### config.mk
export PLATFORM = sky130hd
export DESIGN_NAME = mag_bus_operand_loader
export DESIGN_NICKNAME = d
export VERILOG_FILES = /design/src/rtl/mag_bus_pkg.sv /design/src/rtl/mag_op_streamer.sv /design/src/rtl/mag_bus_operand_loader.sv
export SDC_FILE = /design/constraint.sdc
export NUM_CORES = 1
export LEC_CHECK = 0
export BUFFER_PORTS_ARGS = -buffer_cell sky130_fd_sc_hd__buf_2
export CORE_MARGIN = 4
export CORE_UTILIZATION = 40
export DETAILED_ROUTE_END_ITERATION = 7
export GPL_TIMING_DRIVEN = 0
export MAX_ROUTING_LAYER = met4
export PLACE_DENSITY_LB_ADDON = 0.25
export SLEW_MARGIN = 20
export SYNTH_ARGS = -nofsm -noshare
export SYNTH_HDL_FRONTEND = slang
export SYNTH_HIERARCHICAL = 1
export SYNTH_SLANG_ARGS = --single-unit
### constraint.sdc
create_clock -name BCLK -period 3.7 [get_ports BCLK]
set_input_delay 1.11 -clock BCLK [delete_from_list [all_inputs] [get_ports BCLK]]
set_output_delay 1.11 -clock BCLK [all_outputs]
set_load 0.01 [all_outputs]
### src/rtl/mag_bus_pkg.sv
// Shared definitions for the MagSimulator bus operand loader.
// Holds bus/operand widths, control and status bit positions, the default
// register addresses, the streamer FSM state type and the status-word packer.
package mag_bus_pkg;

    localparam int unsigned OP_W   = 64;
    localparam int unsigned BUS_W  = 32;
    localparam int unsigned ADDR_W = 10;
    localparam int unsigned IDX_W  = 5;
    localparam int unsigned CNT_W  = 8;

    localparam logic [ADDR_W-1:0] CTRL_ADDR_DEF = 10'h200;
    localparam logic [ADDR_W-1:0] STAT_ADDR_DEF = 10'h204;

    // CTRL register bits (byte 0)
    localparam int unsigned CTRL_LAUNCH_BIT = 0;
    localparam int unsigned CTRL_ABORT_BIT  = 1;
    localparam int unsigned CTRL_CLRERR_BIT = 2;

    // STATUS register fields
    localparam int unsigned STAT_BUSY_BIT = 0;
    localparam int unsigned STAT_ERR_BIT  = 1;
    localparam int unsigned STAT_CNT_LSB  = 8;

    typedef enum logic {
        IDLE = 1'b0,
        SEND = 1'b1
    } opState_t;

    // Assemble the read-only status word; unused bits read as zero.
    function automatic logic [BUS_W-1:0] statusWord(
        input logic             busy,
        input logic             err,
        input logic [CNT_W-1:0] cnt
    );
        logic [BUS_W-1:0] w;
        w                         = '0;
        w[STAT_BUSY_BIT]          = busy;
        w[STAT_ERR_BIT]           = err;
        w[STAT_CNT_LSB +: CNT_W]  = cnt;
        return w;
    endfunction

endpackage

### src/rtl/mag_op_streamer.sv
// Operand burst streamer: IDLE/SEND FSM that presents each operand slot in
// turn on a valid/ready interface and counts completed bursts.
// Ports:
//   clk, reset        - clock, synchronous active-high reset
//   launch, abort     - qualified burst start / burst cancel requests
//   fetchIndex_c      - slot the top should present on fetchData (combinational)
//   fetchData         - contents of slot fetchIndex_c
//   opReady           - core accepts the current beat
//   opValid, opData, opIndex, opLast - registered beat outputs
//   busy              - burst in progress
//   burstCount        - completed bursts, wrapping
module mag_op_streamer
    import mag_bus_pkg::*;
#(
    parameter int unsigned N_OPERANDS = 4
) (
    input  logic             clk,
    input  logic             reset,
    input  logic             launch,
    input  logic             abort,
    input  logic             opReady,
    input  logic [OP_W-1:0]  fetchData,
    output logic [IDX_W-1:0] fetchIndex_c,
    output logic             opValid,
    output logic [OP_W-1:0]  opData,
    output logic [IDX_W-1:0] opIndex,
    output logic             opLast,
    output logic             busy,
    output logic [CNT_W-1:0] burstCount
);

    localparam logic [IDX_W-1:0] LAST_IDX = IDX_W'(N_OPERANDS - 1);

    opState_t         state, stateNext;
    logic             validNext;
    logic [OP_W-1:0]  dataNext;
    logic [IDX_W-1:0] indexNext;
    logic             lastNext;
    logic [CNT_W-1:0] countNext;

    // Slot needed for the next beat: slot 0 on launch, otherwise the successor.
    assign fetchIndex_c = (state == SEND) ? IDX_W'(opIndex + 1'b1) : '0;
    assign busy         = (state == SEND);

    // State and output registers
    always_ff @(posedge clk) begin
        if (reset) begin
            state      <= IDLE;
            opValid    <= 1'b0;
            opData     <= '0;
            opIndex    <= '0;
            opLast     <= 1'b0;
            burstCount <= '0;
        end else begin
            state      <= stateNext;
            opValid    <= validNext;
            opData     <= dataNext;
            opIndex    <= indexNext;
            opLast     <= lastNext;
            burstCount <= countNext;
        end
    end

    // Next-state and next-output logic
    always_comb begin
        stateNext = state;
        validNext = opValid;
        dataNext  = opData;
        indexNext = opIndex;
        lastNext  = opLast;
        countNext = burstCount;
        case (state)
            IDLE: begin
                if (launch) begin
                    stateNext = SEND;
                    validNext = 1'b1;
                    indexNext = '0;
                    dataNext  = fetchData;
                    lastNext  = (LAST_IDX == '0);
                end
            end
            SEND: begin
                if (abort) begin
                    stateNext = IDLE;
                    validNext = 1'b0;
                    lastNext  = 1'b0;
                end else if (opValid && opReady) begin
                    if (opLast) begin
                        stateNext = IDLE;
                        validNext = 1'b0;
                        lastNext  = 1'b0;
                        countNext = burstCount + 1'b1;
                    end else begin
                        // Snapshot the next slot so opData stays stable while stalled
                        indexNext = fetchIndex_c;
                        dataNext  = fetchData;
                        lastNext  = (fetchIndex_c == LAST_IDX);
                    end
                end
            end
            default: begin
                stateNext = IDLE;
                validNext = 1'b0;
            end
        endcase
    end

endmodule

### src/rtl/mag_bus_operand_loader.sv
// MagSimulator host front end: decodes MCU bus cycles into an array of 64-bit
// operand registers, a CTRL doorbell and a STATUS register, and streams the
// operands to the simulation core on launch.
// Build option: define MAG_OPERAND_READBACK_EN to make operand addresses
// readable; otherwise they read as zero and the operand read mux is absent.
// Ports:
//   BCLK, Reset           - clock, synchronous active-high reset
//   Address, nCS, nRD     - byte address, chip select, read strobe (active low)
//   nWR, DataIn           - per-byte write enables (active low), write data
//   DataOut, DataOE       - registered read data and pad drive enable
//   OpValid/OpReady       - operand handshake to the core
//   OpData, OpIndex, OpLast - operand beat payload
//   Busy                  - burst in progress
module mag_bus_operand_loader
    import mag_bus_pkg::*;
#(
    parameter int unsigned       N_OPERANDS = 4,
    parameter logic [ADDR_W-1:0] CTRL_ADDR  = CTRL_ADDR_DEF,
    parameter logic [ADDR_W-1:0] STAT_ADDR  = STAT_ADDR_DEF
) (
    input  logic              BCLK,
    input  logic              Reset,
    input  logic [ADDR_W-1:0] Address,
    input  logic              nCS,
    input  logic              nRD,
    input  logic [3:0]        nWR,
    input  logic [BUS_W-1:0]  DataIn,
    output logic [BUS_W-1:0]  DataOut,
    output logic              DataOE,
    output logic              OpValid,
    input  logic              OpReady,
    output logic [OP_W-1:0]   OpData,
    output logic [IDX_W-1:0]  OpIndex,
    output logic              OpLast,
    output logic              Busy
);

    localparam int unsigned       WORD_W  = ADDR_W - 2;
    localparam logic [ADDR_W-1:0] OP_SPAN = ADDR_W'(8 * N_OPERANDS);

    logic [WORD_W-1:0] wordAddr;
    logic [WORD_W-2:0] slotSel;
    logic              halfSel;
    logic              isOp, isCtrl, isStat;
    logic              wrCycle, rdCycle;
    logic              opWrite, ctrlWrite;
    logic              launchReq, abortReq, clrErrReq;
    logic              launchGo, errSet;
    logic              errFlag;
    logic [OP_W-1:0]   opRegs [N_OPERANDS];
    logic [IDX_W-1:0]  fetchIndex;
    logic [OP_W-1:0]   fetchData;
    logic [CNT_W-1:0]  burstCount;
    logic [BUS_W-1:0]  rdMux;
    logic              unusedAddrLsb;

    assign unusedAddrLsb = ^Address[1:0];

    // Address decode
    assign wordAddr = Address[ADDR_W-1:2];
    assign slotSel  = wordAddr[WORD_W-1:1];
    assign halfSel  = wordAddr[0];
    assign isOp     = (Address < OP_SPAN);
    assign isCtrl   = (wordAddr == CTRL_ADDR[ADDR_W-1:2]);
    assign isStat   = (wordAddr == STAT_ADDR[ADDR_W-1:2]);

    assign wrCycle   = !nCS && (nWR != 4'hF);
    assign rdCycle   = !nCS && !nRD;
    assign opWrite   = wrCycle && isOp && !Busy;
    assign ctrlWrite = wrCycle && isCtrl && !nWR[0];
    assign launchReq = ctrlWrite && DataIn[CTRL_LAUNCH_BIT];
    assign abortReq  = ctrlWrite && DataIn[CTRL_ABORT_BIT];
    assign clrErrReq = ctrlWrite && DataIn[CTRL_CLRERR_BIT];

    // Abort overrides a simultaneous launch; a launch during a burst is an error.
    assign launchGo = launchReq && !abortReq && !Busy;
    assign errSet   = (wrCycle && isOp && Busy) || (launchReq && !abortReq && Busy);

    // Operand register array with per-byte write enables
    always_ff @(posedge BCLK) begin
        if (Reset) begin
            for (int i = 0; i < N_OPERANDS; i++) begin
                opRegs[i] <= '0;
            end
        end else if (opWrite) begin
            for (int i = 0; i < N_OPERANDS; i++) begin
                if (slotSel == (WORD_W-1)'(i)) begin
                    for (int b = 0; b < 4; b++) begin
                        if (!nWR[b]) begin
                            if (halfSel) begin
                                opRegs[i][32 + 8*b +: 8] <= DataIn[8*b +: 8];
                            end else begin
                                opRegs[i][8*b +: 8] <= DataIn[8*b +: 8];
                            end
                        end
                    end
                end
            end
        end
    end

    // Sticky error flag; a new error in the clearing cycle is kept.
    always_ff @(posedge BCLK) begin
        if (Reset) begin
            errFlag <= 1'b0;
        end else begin
            errFlag <= (errFlag && !clrErrReq) || errSet;
        end
    end

    // Slot fetch for the streamer
    always_comb begin
        fetchData = '0;
        for (int i = 0; i < N_OPERANDS; i++) begin
            if (fetchIndex == IDX_W'(i)) begin
                fetchData = opRegs[i];
            end
        end
    end

`ifdef MAG_OPERAND_READBACK_EN
    logic [BUS_W-1:0] opRdWord;

    // Operand readback mux
    always_comb begin
        opRdWord = '0;
        for (int i = 0; i < N_OPERANDS; i++) begin
            if (slotSel == (WORD_W-1)'(i)) begin
                opRdWord = halfSel ? opRegs[i][OP_W-1:BUS_W] : opRegs[i][BUS_W-1:0];
            end
        end
    end
`endif

    // Read data select; CTRL and unmapped addresses read as zero.
    always_comb begin
        rdMux = '0;
        if (isStat) begin
            rdMux = statusWord(Busy, errFlag, burstCount);
        end
`ifdef MAG_OPERAND_READBACK_EN
        else if (isOp) begin
            rdMux = opRdWord;
        end
`endif
    end

    // Registered read port; samples pre-write contents on a concurrent write.
    always_ff @(posedge BCLK) begin
        if (Reset) begin
            DataOut <= '0;
            DataOE  <= 1'b0;
        end else begin
            DataOE <= rdCycle;
            if (rdCycle) begin
                DataOut <= rdMux;
            end
        end
    end

    mag_op_streamer #(
        .N_OPERANDS (N_OPERANDS)
    ) uStreamer (
        .clk          (BCLK),
        .reset        (Reset),
        .launch       (launchGo),
        .abort        (abortReq),
        .opReady      (OpReady),
        .fetchData    (fetchData),
        .fetchIndex_c (fetchIndex),
        .opValid      (OpValid),
        .opData       (OpData),
        .opIndex      (OpIndex),
        .opLast       (OpLast),
        .busy         (Busy),
        .burstCount   (burstCount)
    );

endmodule

==> impl_metrics.csv, run 1 <==
group,metric,value,unit
outcome,status,"finished clean",
synth,synthesis.area,15000,um2
floorplanning,core,36900,um2
sta,finalHoldViolations,0,
clocking,clkTransAtPathRegs,0.06,ns
final_layout,post-route-util,47.9,%
critical_path,path_class,"in -> reg",
clocking,root_buffer,"clkbuf_16",
placed_design,port_buffers,130,
critical_path,r2r-end,"uStreamer/opData[7]",
critical_path,critPathArrivalTime,3.95,ns
sta,fmax,0.285,GHz
grt,grt-ovfl-total,0,
clocking,cts_resized,0,
grt,antenna_found_initial,0,
synth,synth_top_family_by_area,"simple AND/OR/NAND/NOR gates",
power_and_ir_drop,total_power,0.00841,W
critical_path,startpoint_type,"input pin",
clocking,postCtsSetupBuffers,0,
power_and_ir_drop,powerDensity,476,nW/um2
detailed_routing,drt_first_pass_iters,5,
synth,synth_edf_count,256,
grt,grt_pass1_vias,10500,
floorplanning,die_area,40800,um2
synth,yosys.area_share.xor_xnor,0.408,%
floorplanning,start_util,40.8,%
grt,grt_use_total,20.7,%
synth,ys_seq_elements,348,
final_layout,final_common_cell,"nor2_1",
floorplanning,chipHeight,202,um
clocking,tritoncts,"done",
placed_design,dp_hpwl,29600,um
synth,synthDistinctLibCells,45,
critical_path,cp.required,4.14,ns
sta,skew,0.0133,ns
min_path,hold-path-endpoint,"uStreamer/opData[16]",
synth,syn_avg_cell_area,11.8,um2
floorplanning,rows,70,
detailed_routing,avgViaCountPerCell,5.21,
power_and_ir_drop,leakage,6.12,nW
grt,grt_first_pass_wirelength,63000,um
synth,synth-compound-area-share,4.69,%
clocking,cts_hold_buf,0,
synth,yosys_warnings,6,
critical_path,r2r-start,"uStreamer/busy",
detailed_routing,drc,0,
detailed_routing,via_count,10400,
detailed_routing,wire_per_inst,20.9,um
placed_design,placed_area,16400,um2
synth,synth_seq_area_share,63.4,%
synth,synthAdderAreaFrac,0.166,%
synth,ys.flop_type,"edfxtp_1",
placed_design,place.gp.congestion,0.861,
flow_run,drv_cap,0,
final_layout,layout.nets,1524,
sta,drv_slew,0,
synth,synthSimpleGateAreaFrac,17.7,%
detailed_routing,drtIter0Drc,992,
critical_path,end_kind,"register",
grt,grt_max_degree,14,
final_layout,layout_common_cells,"281 x nor2_1, 256 x edfxtp_1, 211 x nand2_1",
final_layout,drive_gt1_share,21.4,%
detailed_routing,postRouteAntennaNets,0,
min_path,worst_hold_path_type,"reg -> reg",
synth,muxShareOfSynthArea,9.72,%
clocking,clockBufferDepth,3,
sta,fin_crit,3.51,ns
clocking,cts.sinks,348,
critical_path,ff2ff_path_depth,8,
sta,rsz0062_at_grt,"false",
detailed_routing,drt-total-wl,41800,um
critical_path,r2r_slack,0.56,ns
min_path,hp-start,"uStreamer/opData[16]",
clocking,htree_levels,2,
sta,slew-limit-headroom,29.2,%
clocking,clk_latency,0.53,ns
synth,syn_inst,1274,
power_and_ir_drop,vdd_drop_max,270,uV
sta,setup_viol,0,
final_layout,syn2layout_area_growth,17.5,%
critical_path,path_max_fanout,15,
sta,worst_pin_slew,1.06,ns
floorplanning,die_w,202,um
sta,min_period_over_period,95.0,%
final_layout,fin_area,17700,um2
min_path,hold_path_depth,2,
synth,async_reset_ff_share,0,%
floorplanning,ios,156,
clocking,numCtsBuffers,38,
final_layout,diodes,0,
routing by layer:
metal,wire [um],part of all wire (%),GRT usage [%]
met1,17500,42,27.9
met2,20000,48,33.0
met3,3270,7.8,3.26
met4,1080,2.6,5.93
met5,0,0,-
cell type report:
cell class,instances,area [um2]
fillers,3388,19200
flip-flops and latches,348,9530
multi-input cells,839,5000
clock buffers,61,1180
repair buffers,137,703
well taps,504,631
plain buffers,103,566
clock inverters,9,40.0
inverters,4,15.0
worst max-delay path: stages:
cell and delay (ns):
buf_2 0.10, or4b_4 0.58, nor4_1 0.34, and2_1 0.32, nand4b_4 0.24, o21a_1 0.13, buf_4 0.29, clkbuf_1 0.56
nand2_1 0.13, a21oi_1 0.15
worst max path at each step:
| stage | startpoint | to | slack, ns | cells after the start |
|---|---|---|---|---|
| floorplan | Address[4] | uStreamer/opData[0] | 0.59 | 10 |
| global placement | Address[6] | opRegs[3][19] | -0.45 | 6 |
| detailed placement | Address[6] | uStreamer/opData[52] | -0.23 | 10 |
| CTS | Address[6] | uStreamer/opData[52] | 0.29 | 10 |
| global route | Address[6] | uStreamer/opData[1] | 0.06 | 10 |
| finish | Address[6] | uStreamer/opData[0] | 0.19 | 10 |
where the power goes:
group          switching (W)  total, W  internal [W]
clock                0.00151   0.00369       0.00219
sequential         0.0000368   0.00436       0.00432
combinational       0.000234  0.000361      0.000127
cell families (layout without fill, tap and decap cells):
kind of cell,after synthesis,after routing
AND/OR/NAND/NOR,616,616
flip-flops,348,348
AO/OA/AOI/OAI,126,126
buffers and inverters,108,314
multiplexers,66,66
XOR/XNOR,7,7
adder cells (fa/ha/maj),2,2
other,1,22
Yosys cell counts, types with 2 or more instances:
master,count,area [um2]
o41ai_1,2,17.5
xor2_1,3,26.3
nand2b_1,8,50.1
nor2b_1,65,407
or2_2,5,31.3
nor4_1,3,18.8
o21ai_0,33,165
nor2_1,281,1050
nand2_1,211,792
buf_6,7,78.8
nor3_1,5,25.0
buf_4,28,210
buf_1,7,26.3
inv_1,4,15.0
and2_1,10,62.6
o21a_1,2,15.0
mux4_2,64,1440
a21oi_1,74,370
nand3_1,11,55.1
and4b_1,2,20.0
xnor2_1,4,35.0
or3_1,2,12.5
a22oi_2,4,50.1
nand4_1,3,18.8
clkbuf_1,45,169
and3_1,2,12.5
a22oi_1,7,52.6
dfxtp_1,92,1840
ha_1,2,25.0
buf_2,17,85.1
mux2i_1,2,20.0
edfxtp_1,256,7690
metrics by stage:
stage                     setup WS [ns]  hold WS, ns  cells  setup TNS, ns
after floorplan                   0.592        0.465   1295              0
after global placement           -0.449        0.439   1929         -59.71
after detailed placement         -0.230        0.441   1936          -5.50
after CTS                         0.286        0.449   2006              0
after global routing             0.0575        0.464   2005              0
final                             0.186        0.447   2005              0
sequential cells by signal, summed over array words and instances (netlist names):
name,count
uStreamer/opIndex,5
uStreamer/burstCount,8
uStreamer/busy,1
uStreamer/opLast,1
errFlag,1
opRegs,256
DataOut,10
DataOE,1
uStreamer/opData,64
uStreamer/opValid,1
No activity file was read; power rests on OpenSTA's default activity.
==> run 2, diff against run 1 <==
==> constraint.sdc (replaced) <==
create_clock -name BCLK -period 3.7 [get_ports BCLK]
set_input_delay 0.555 -clock BCLK [delete_from_list [all_inputs] [get_ports BCLK]]
set_output_delay 0.555 -clock BCLK [all_outputs]
set_load 0.01 [all_outputs]
==> impl_metrics.csv, run 2 (synthesis gave the netlist of run 1 again) <==
group,metric,value,unit
outcome,status,"finished clean",
sta,slew-limit-headroom,27.5,%
final_layout,diodes,0,
critical_path,startpoint_type,"register",
clocking,root_buffer,"clkbuf_16",
detailed_routing,wire_per_inst,20.8,um
sta,skew,0.0123,ns
clocking,cts.sinks,348,
final_layout,drive_gt1_share,21.4,%
clocking,clk_latency,0.52,ns
flow_run,drv_cap,0,
final_layout,largest_reg_flops,256,
clocking,cts_hold_buf,0,
sta,fmax,0.313,GHz
sta,min_period_over_period,86.4,%
final_layout,layout.nets,1525,
clocking,cts_resized,0,
critical_path,critPathTopFamily,"buffers and inverters",
power_and_ir_drop,vdd_drop_max,272,uV
clocking,numCtsBuffers,38,
final_layout,largest_register,"opRegs",
floorplanning,chipHeight,202,um
final_layout,syn2layout_area_growth,17.5,%
critical_path,path_max_fanout,10,
floorplanning,start_util,40.8,%
sta,tns,0,ns
final_layout,fin_area,17700,um2
floorplanning,core,36900,um2
critical_path,end_kind,"register",
placed_design,port_buffers,130,
final_layout,nFillCells,3389,
critical_path,crit_buf_inv,3,
clocking,clkTransAtPathRegs,0.06,ns
clocking,tritoncts,"done",
critical_path,cpMaxStageDelayCell,"clkbuf_1",
floorplanning,die_w,202,um
clocking,clockBufferDepth,3,
power_and_ir_drop,leakage,6.12,nW
clocking,postCtsSetupBuffers,0,
grt,grt_use_total,20.7,%
clocking,htree_levels,2,
critical_path,max_stage_delay,0.68,ns
grt,grt_first_pass_wirelength,63000,um
placed_design,placed_area,16400,um2
floorplanning,die_area,40800,um2
detailed_routing,drtIter0Drc,973,
critical_path,path_class,"reg -> reg",
final_layout,layout_common_cells,"281 x nor2_1, 256 x edfxtp_1, 211 x nand2_1",
detailed_routing,via_count,10400,
placed_design,place.gp.congestion,0.861,
detailed_routing,avgViaCountPerCell,5.21,
sta,whs,0.305,ns
detailed_routing,drt_first_pass_iters,5,
detailed_routing,drc,0,
grt,grt-ovfl-total,0,
critical_path,cpMostUsedCell,"clkbuf_1",
grt,grt_pass1_vias,10500,
floorplanning,rows,70,
sta,worst_pin_slew,1.08,ns
detailed_routing,postRouteAntennaNets,0,
floorplanning,ios,156,
critical_path,cp.required,4.08,ns
sta,setup_viol,0,
grt,grt_max_degree,14,
critical_path,cp_cell_sequence,"buf_4, and2_1, clkbuf_1, clkbuf_1, mux4_2, nor2b_1, nand2_1, a21oi_1",
sta,fin_crit,3.20,ns
sta,drv_slew,0,
final_layout,reg_top3,"opRegs: 256 flops, uStreamer/opData: 64 flops, DataOut: 10 flops",
power_and_ir_drop,powerDensity,476,nW/um2
grt,antenna_found_initial,0,
detailed_routing,drt-total-wl,41800,um
placed_design,dp_cells,1936,
final_layout,final_cells,2006,
min_path,worst_hold_path_type,"in -> reg",
sta,rsz0062_at_grt,"false",
sta,finalHoldViolations,0,
final_layout,final_common_cell,"nor2_1",
placed_design,dp_hpwl,29600,um
critical_path,critPathArrivalTime,3.57,ns
==> run 2: cell count changes in the layout (fill, tap and decap cells not counted) <==
cell      before  now
clkbuf_1      57   58
==> run 2: area by class of cell <==
| class | count | area [um2] | share of cell area, % |
|---|---|---|---|
| sequential | 348 | 9530 | 53.9 |
| buffer | 104 | 569 | 3.22 |
| clock buffer | 61 | 1180 | 6.69 |
| multi-input combinational | 839 | 5000 | 28.3 |
| inverter | 4 | 15.0 | 0.0850 |
| timing repair buffer | 137 | 703 | 3.98 |
| clock inverter | 9 | 40.0 | 0.227 |
| tap | 504 | 631 | 3.57 |
==> run 2: through the flow <==
stage / total power [W] / setup WS [ns] / utilization, %
after floorplan: 0.00464 / 1.15 / -
after global placement: 0.00478 / 0.106 / 44.5
after detailed placement: 0.00480 / 0.325 / 44.6
after CTS: 0.00846 / 0.553 / 47.9
after global routing: 0.00866 / 0.424 / 47.9
final: 0.00841 / 0.503 / 47.9
==> run 2: worst paths after layout <==
kind | start | end | slack, ns | cells past startpoint
setup / recovery | uStreamer/busy | uStreamer/opData[7] | 0.50 | 8
hold / removal | Reset | DataOut[0] | 0.30 | 2
setup reg to reg | uStreamer/busy | uStreamer/opData[7] | 0.50 | 8
hold reg to reg | uStreamer/opData[16] | uStreamer/opData[16] | 0.45 | 2
==> run 2: power by group <==
part           total, W  internal [W]  switching, W
sequential      0.00436       0.00432     0.0000368
combinational  0.000360      0.000127      0.000234
clock           0.00369       0.00219       0.00151
==> run 2: layer usage <==
layer / wire length, um / GRT usage (%) / up-vias
li1: - / - / 4811
met1: 17500 / 27.9 / 5125
met2: 19800 / 33.0 / 441
met3: 3370 / 3.26 / 69
met4: 1120 / 5.93 / 0
met5: 0 / - / -
==> run 3, diff against run 2 <==
--- a/config.mk
+++ b/config.mk
@@ -11,7 +11,7 @@
 export DETAILED_ROUTE_END_ITERATION = 7
 export GPL_TIMING_DRIVEN = 0
 export MAX_ROUTING_LAYER = met4
-export PLACE_DENSITY_LB_ADDON = 0.25
+export PLACE_DENSITY = 0.63
 export SLEW_MARGIN = 20
 export SYNTH_ARGS = -nofsm -noshare
 export SYNTH_HDL_FRONTEND = slang
==> impl_metrics.csv, run 3 (synthesis gave the netlist of run 1 again) <==
group,metric,value,unit
final_layout,multi_input_area,5000,um2
grt,grt_max_degree,15,
sta,fin_crit,3.17,ns
detailed_routing,wire_per_inst,20.2,um
floorplanning,die_w,202,um
critical_path,max_stage_delay,0.63,ns
clocking,cts_hold_buf,0,
critical_path,r2r-start,"uStreamer/busy",
critical_path,path_class,"reg -> reg",
critical_path,startpoint_type,"register",
critical_path,r2r_slack,0.53,ns
detailed_routing,drtIter0Drc,1013,
clocking,root_buffer,"clkbuf_16",
critical_path,end_kind,"register",
sta,rsz0062_at_grt,"false",
final_layout,seqCellArea,9530,um2
sta,finalHoldViolations,0,
min_path,worst_hold_path_type,"in -> reg",
floorplanning,die_area,40800,um2
critical_path,cpMostUsedCell,"clkbuf_1",
sta,fmax,0.316,GHz
floorplanning,core,36900,um2
floorplanning,ios,156,
clocking,tritoncts,"done",
flow_run,drv_cap,0,
final_layout,largest_register,"opRegs",
critical_path,path_max_fanout,10,
clocking,cts.sinks,348,
critical_path,cpMaxStageDelayCell,"clkbuf_1",
grt,grt_first_pass_wirelength,61100,um
sta,skew,0.0130,ns
final_layout,post-route-util,47.7,%
clocking,htree_levels,2,
critical_path,ff2ff_path_depth,8,
final_layout,diodes,0,
min_path,hold-path-endpoint,"DataOut[0]",
final_layout,largest_reg_flops,256,
grt,grt-ovfl-total,0,
sta,slew-limit-headroom,37.2,%
clocking,clk_latency,0.52,ns
detailed_routing,drt_first_pass_iters,5,
placed_design,place.gp.congestion,0.866,
final_layout,syn2layout_area_growth,17.1,%
power_and_ir_drop,vdd_drop_max,284,uV
grt,grt_use_total,20.0,%
detailed_routing,postRouteAntennaNets,0,
critical_path,cp.required,4.06,ns
final_layout,layout_common_cells,"281 x nor2_1, 256 x edfxtp_1, 211 x nand2_1",
grt,grt_pass1_vias,10400,
floorplanning,rows,70,
sta,tns,0,ns
detailed_routing,drt-total-wl,40500,um
floorplanning,chipHeight,202,um
final_layout,reg_top3,"opRegs: 256 flops, uStreamer/opData: 64 flops, DataOut: 10 flops",
outcome,status,"finished clean",
critical_path,crit_buf_inv,3,
min_path,hp-start,"Reset",
placed_design,dp_hpwl,29100,um
sta,min_period_over_period,85.6,%
final_layout,layout.nets,1521,
sta,worst_pin_slew,0.935,ns
clocking,numCtsBuffers,38,
min_path,hold_path_depth,2,
clocking,clkTransAtPathRegs,0.06,ns
power_and_ir_drop,powerDensity,472,nW/um2
clocking,clockBufferDepth,3,
clocking,postCtsSetupBuffers,0,
clocking,cts_resized,0,
critical_path,r2r-end,"uStreamer/opData[7]",
power_and_ir_drop,leakage,6.08,nW
final_layout,drive_gt1_share,21.2,%
sta,setup_viol,0,
sta,drv_slew,0,
grt,antenna_found_initial,0,
final_layout,final_common_cell,"nor2_1",
final_layout,nFillCells,3343,
detailed_routing,drc,0,
floorplanning,start_util,40.8,%
critical_path,cp_cell_sequence,"buf_4, and2_1, clkbuf_1, clkbuf_1, mux4_2, nor2b_1, nand2_1, a21oi_1",
critical_path,critPathArrivalTime,3.53,ns
placed_design,port_buffers,130,
critical_path,critPathTopFamily,"buffers and inverters",
detailed_routing,avgViaCountPerCell,5.19,
detailed_routing,via_count,10400,
==> run 3: layout make-up <==
type,instances,area share (%)
clock inverters,12,0.526
well taps,504,3.58
flip-flops and latches,348,54.1
plain buffers,104,3.23
multi-input cells,839,28.4
clock buffers,57,6.19
repair buffers,133,3.82
inverters,4,0.0853
==> run 3: stage by stage <==
| stage | total power [W] | hold slack [ns] | instance area (um2) | cells | worst slack, ns |
|---|---|---|---|---|---|
| detailed placement | 0.00479 | 0.442 | 16400 | 1932 | 0.362 |
| CTS | 0.00836 | 0.276 | 17600 | 2001 | 0.584 |
| global route | 0.00856 | 0.308 | 17600 | 2001 | 0.409 |
| finish | 0.00831 | 0.303 | 17600 | 2001 | 0.534 |
| global placement | 0.00478 | 0.438 | 16400 | 1929 | 0.188 |
| floorplan | 0.00464 | 0.465 | 15100 | 1295 | 1.15 |
==> run 3: worst max path at each step <==
stage / from / end / depth (start not counted)
floorplan: Address[4] / uStreamer/opData[0] / 10
global placement: Address[6] / opRegs[2][20] / 6
detailed placement: Address[6] / uStreamer/opData[58] / 10
CTS: uStreamer/busy / uStreamer/opData[7] / 8
global route: uStreamer/busy / uStreamer/opData[7] / 10
finish: uStreamer/busy / uStreamer/opData[7] / 8
==> run 3: where the power goes <==
group          total, W  switching [W]  internal [W]
clock network   0.00360        0.00149       0.00211
registers       0.00436      0.0000365       0.00432
logic          0.000355       0.000231      0.000124
==> run 3: routing by layer <==
layer / track usage, % / part of all wire (%)
met4: 5.64 / 2.9
met1: 26.3 / 40
met2: 32.1 / 48
met3: 3.93 / 9.4
met5: - / 0
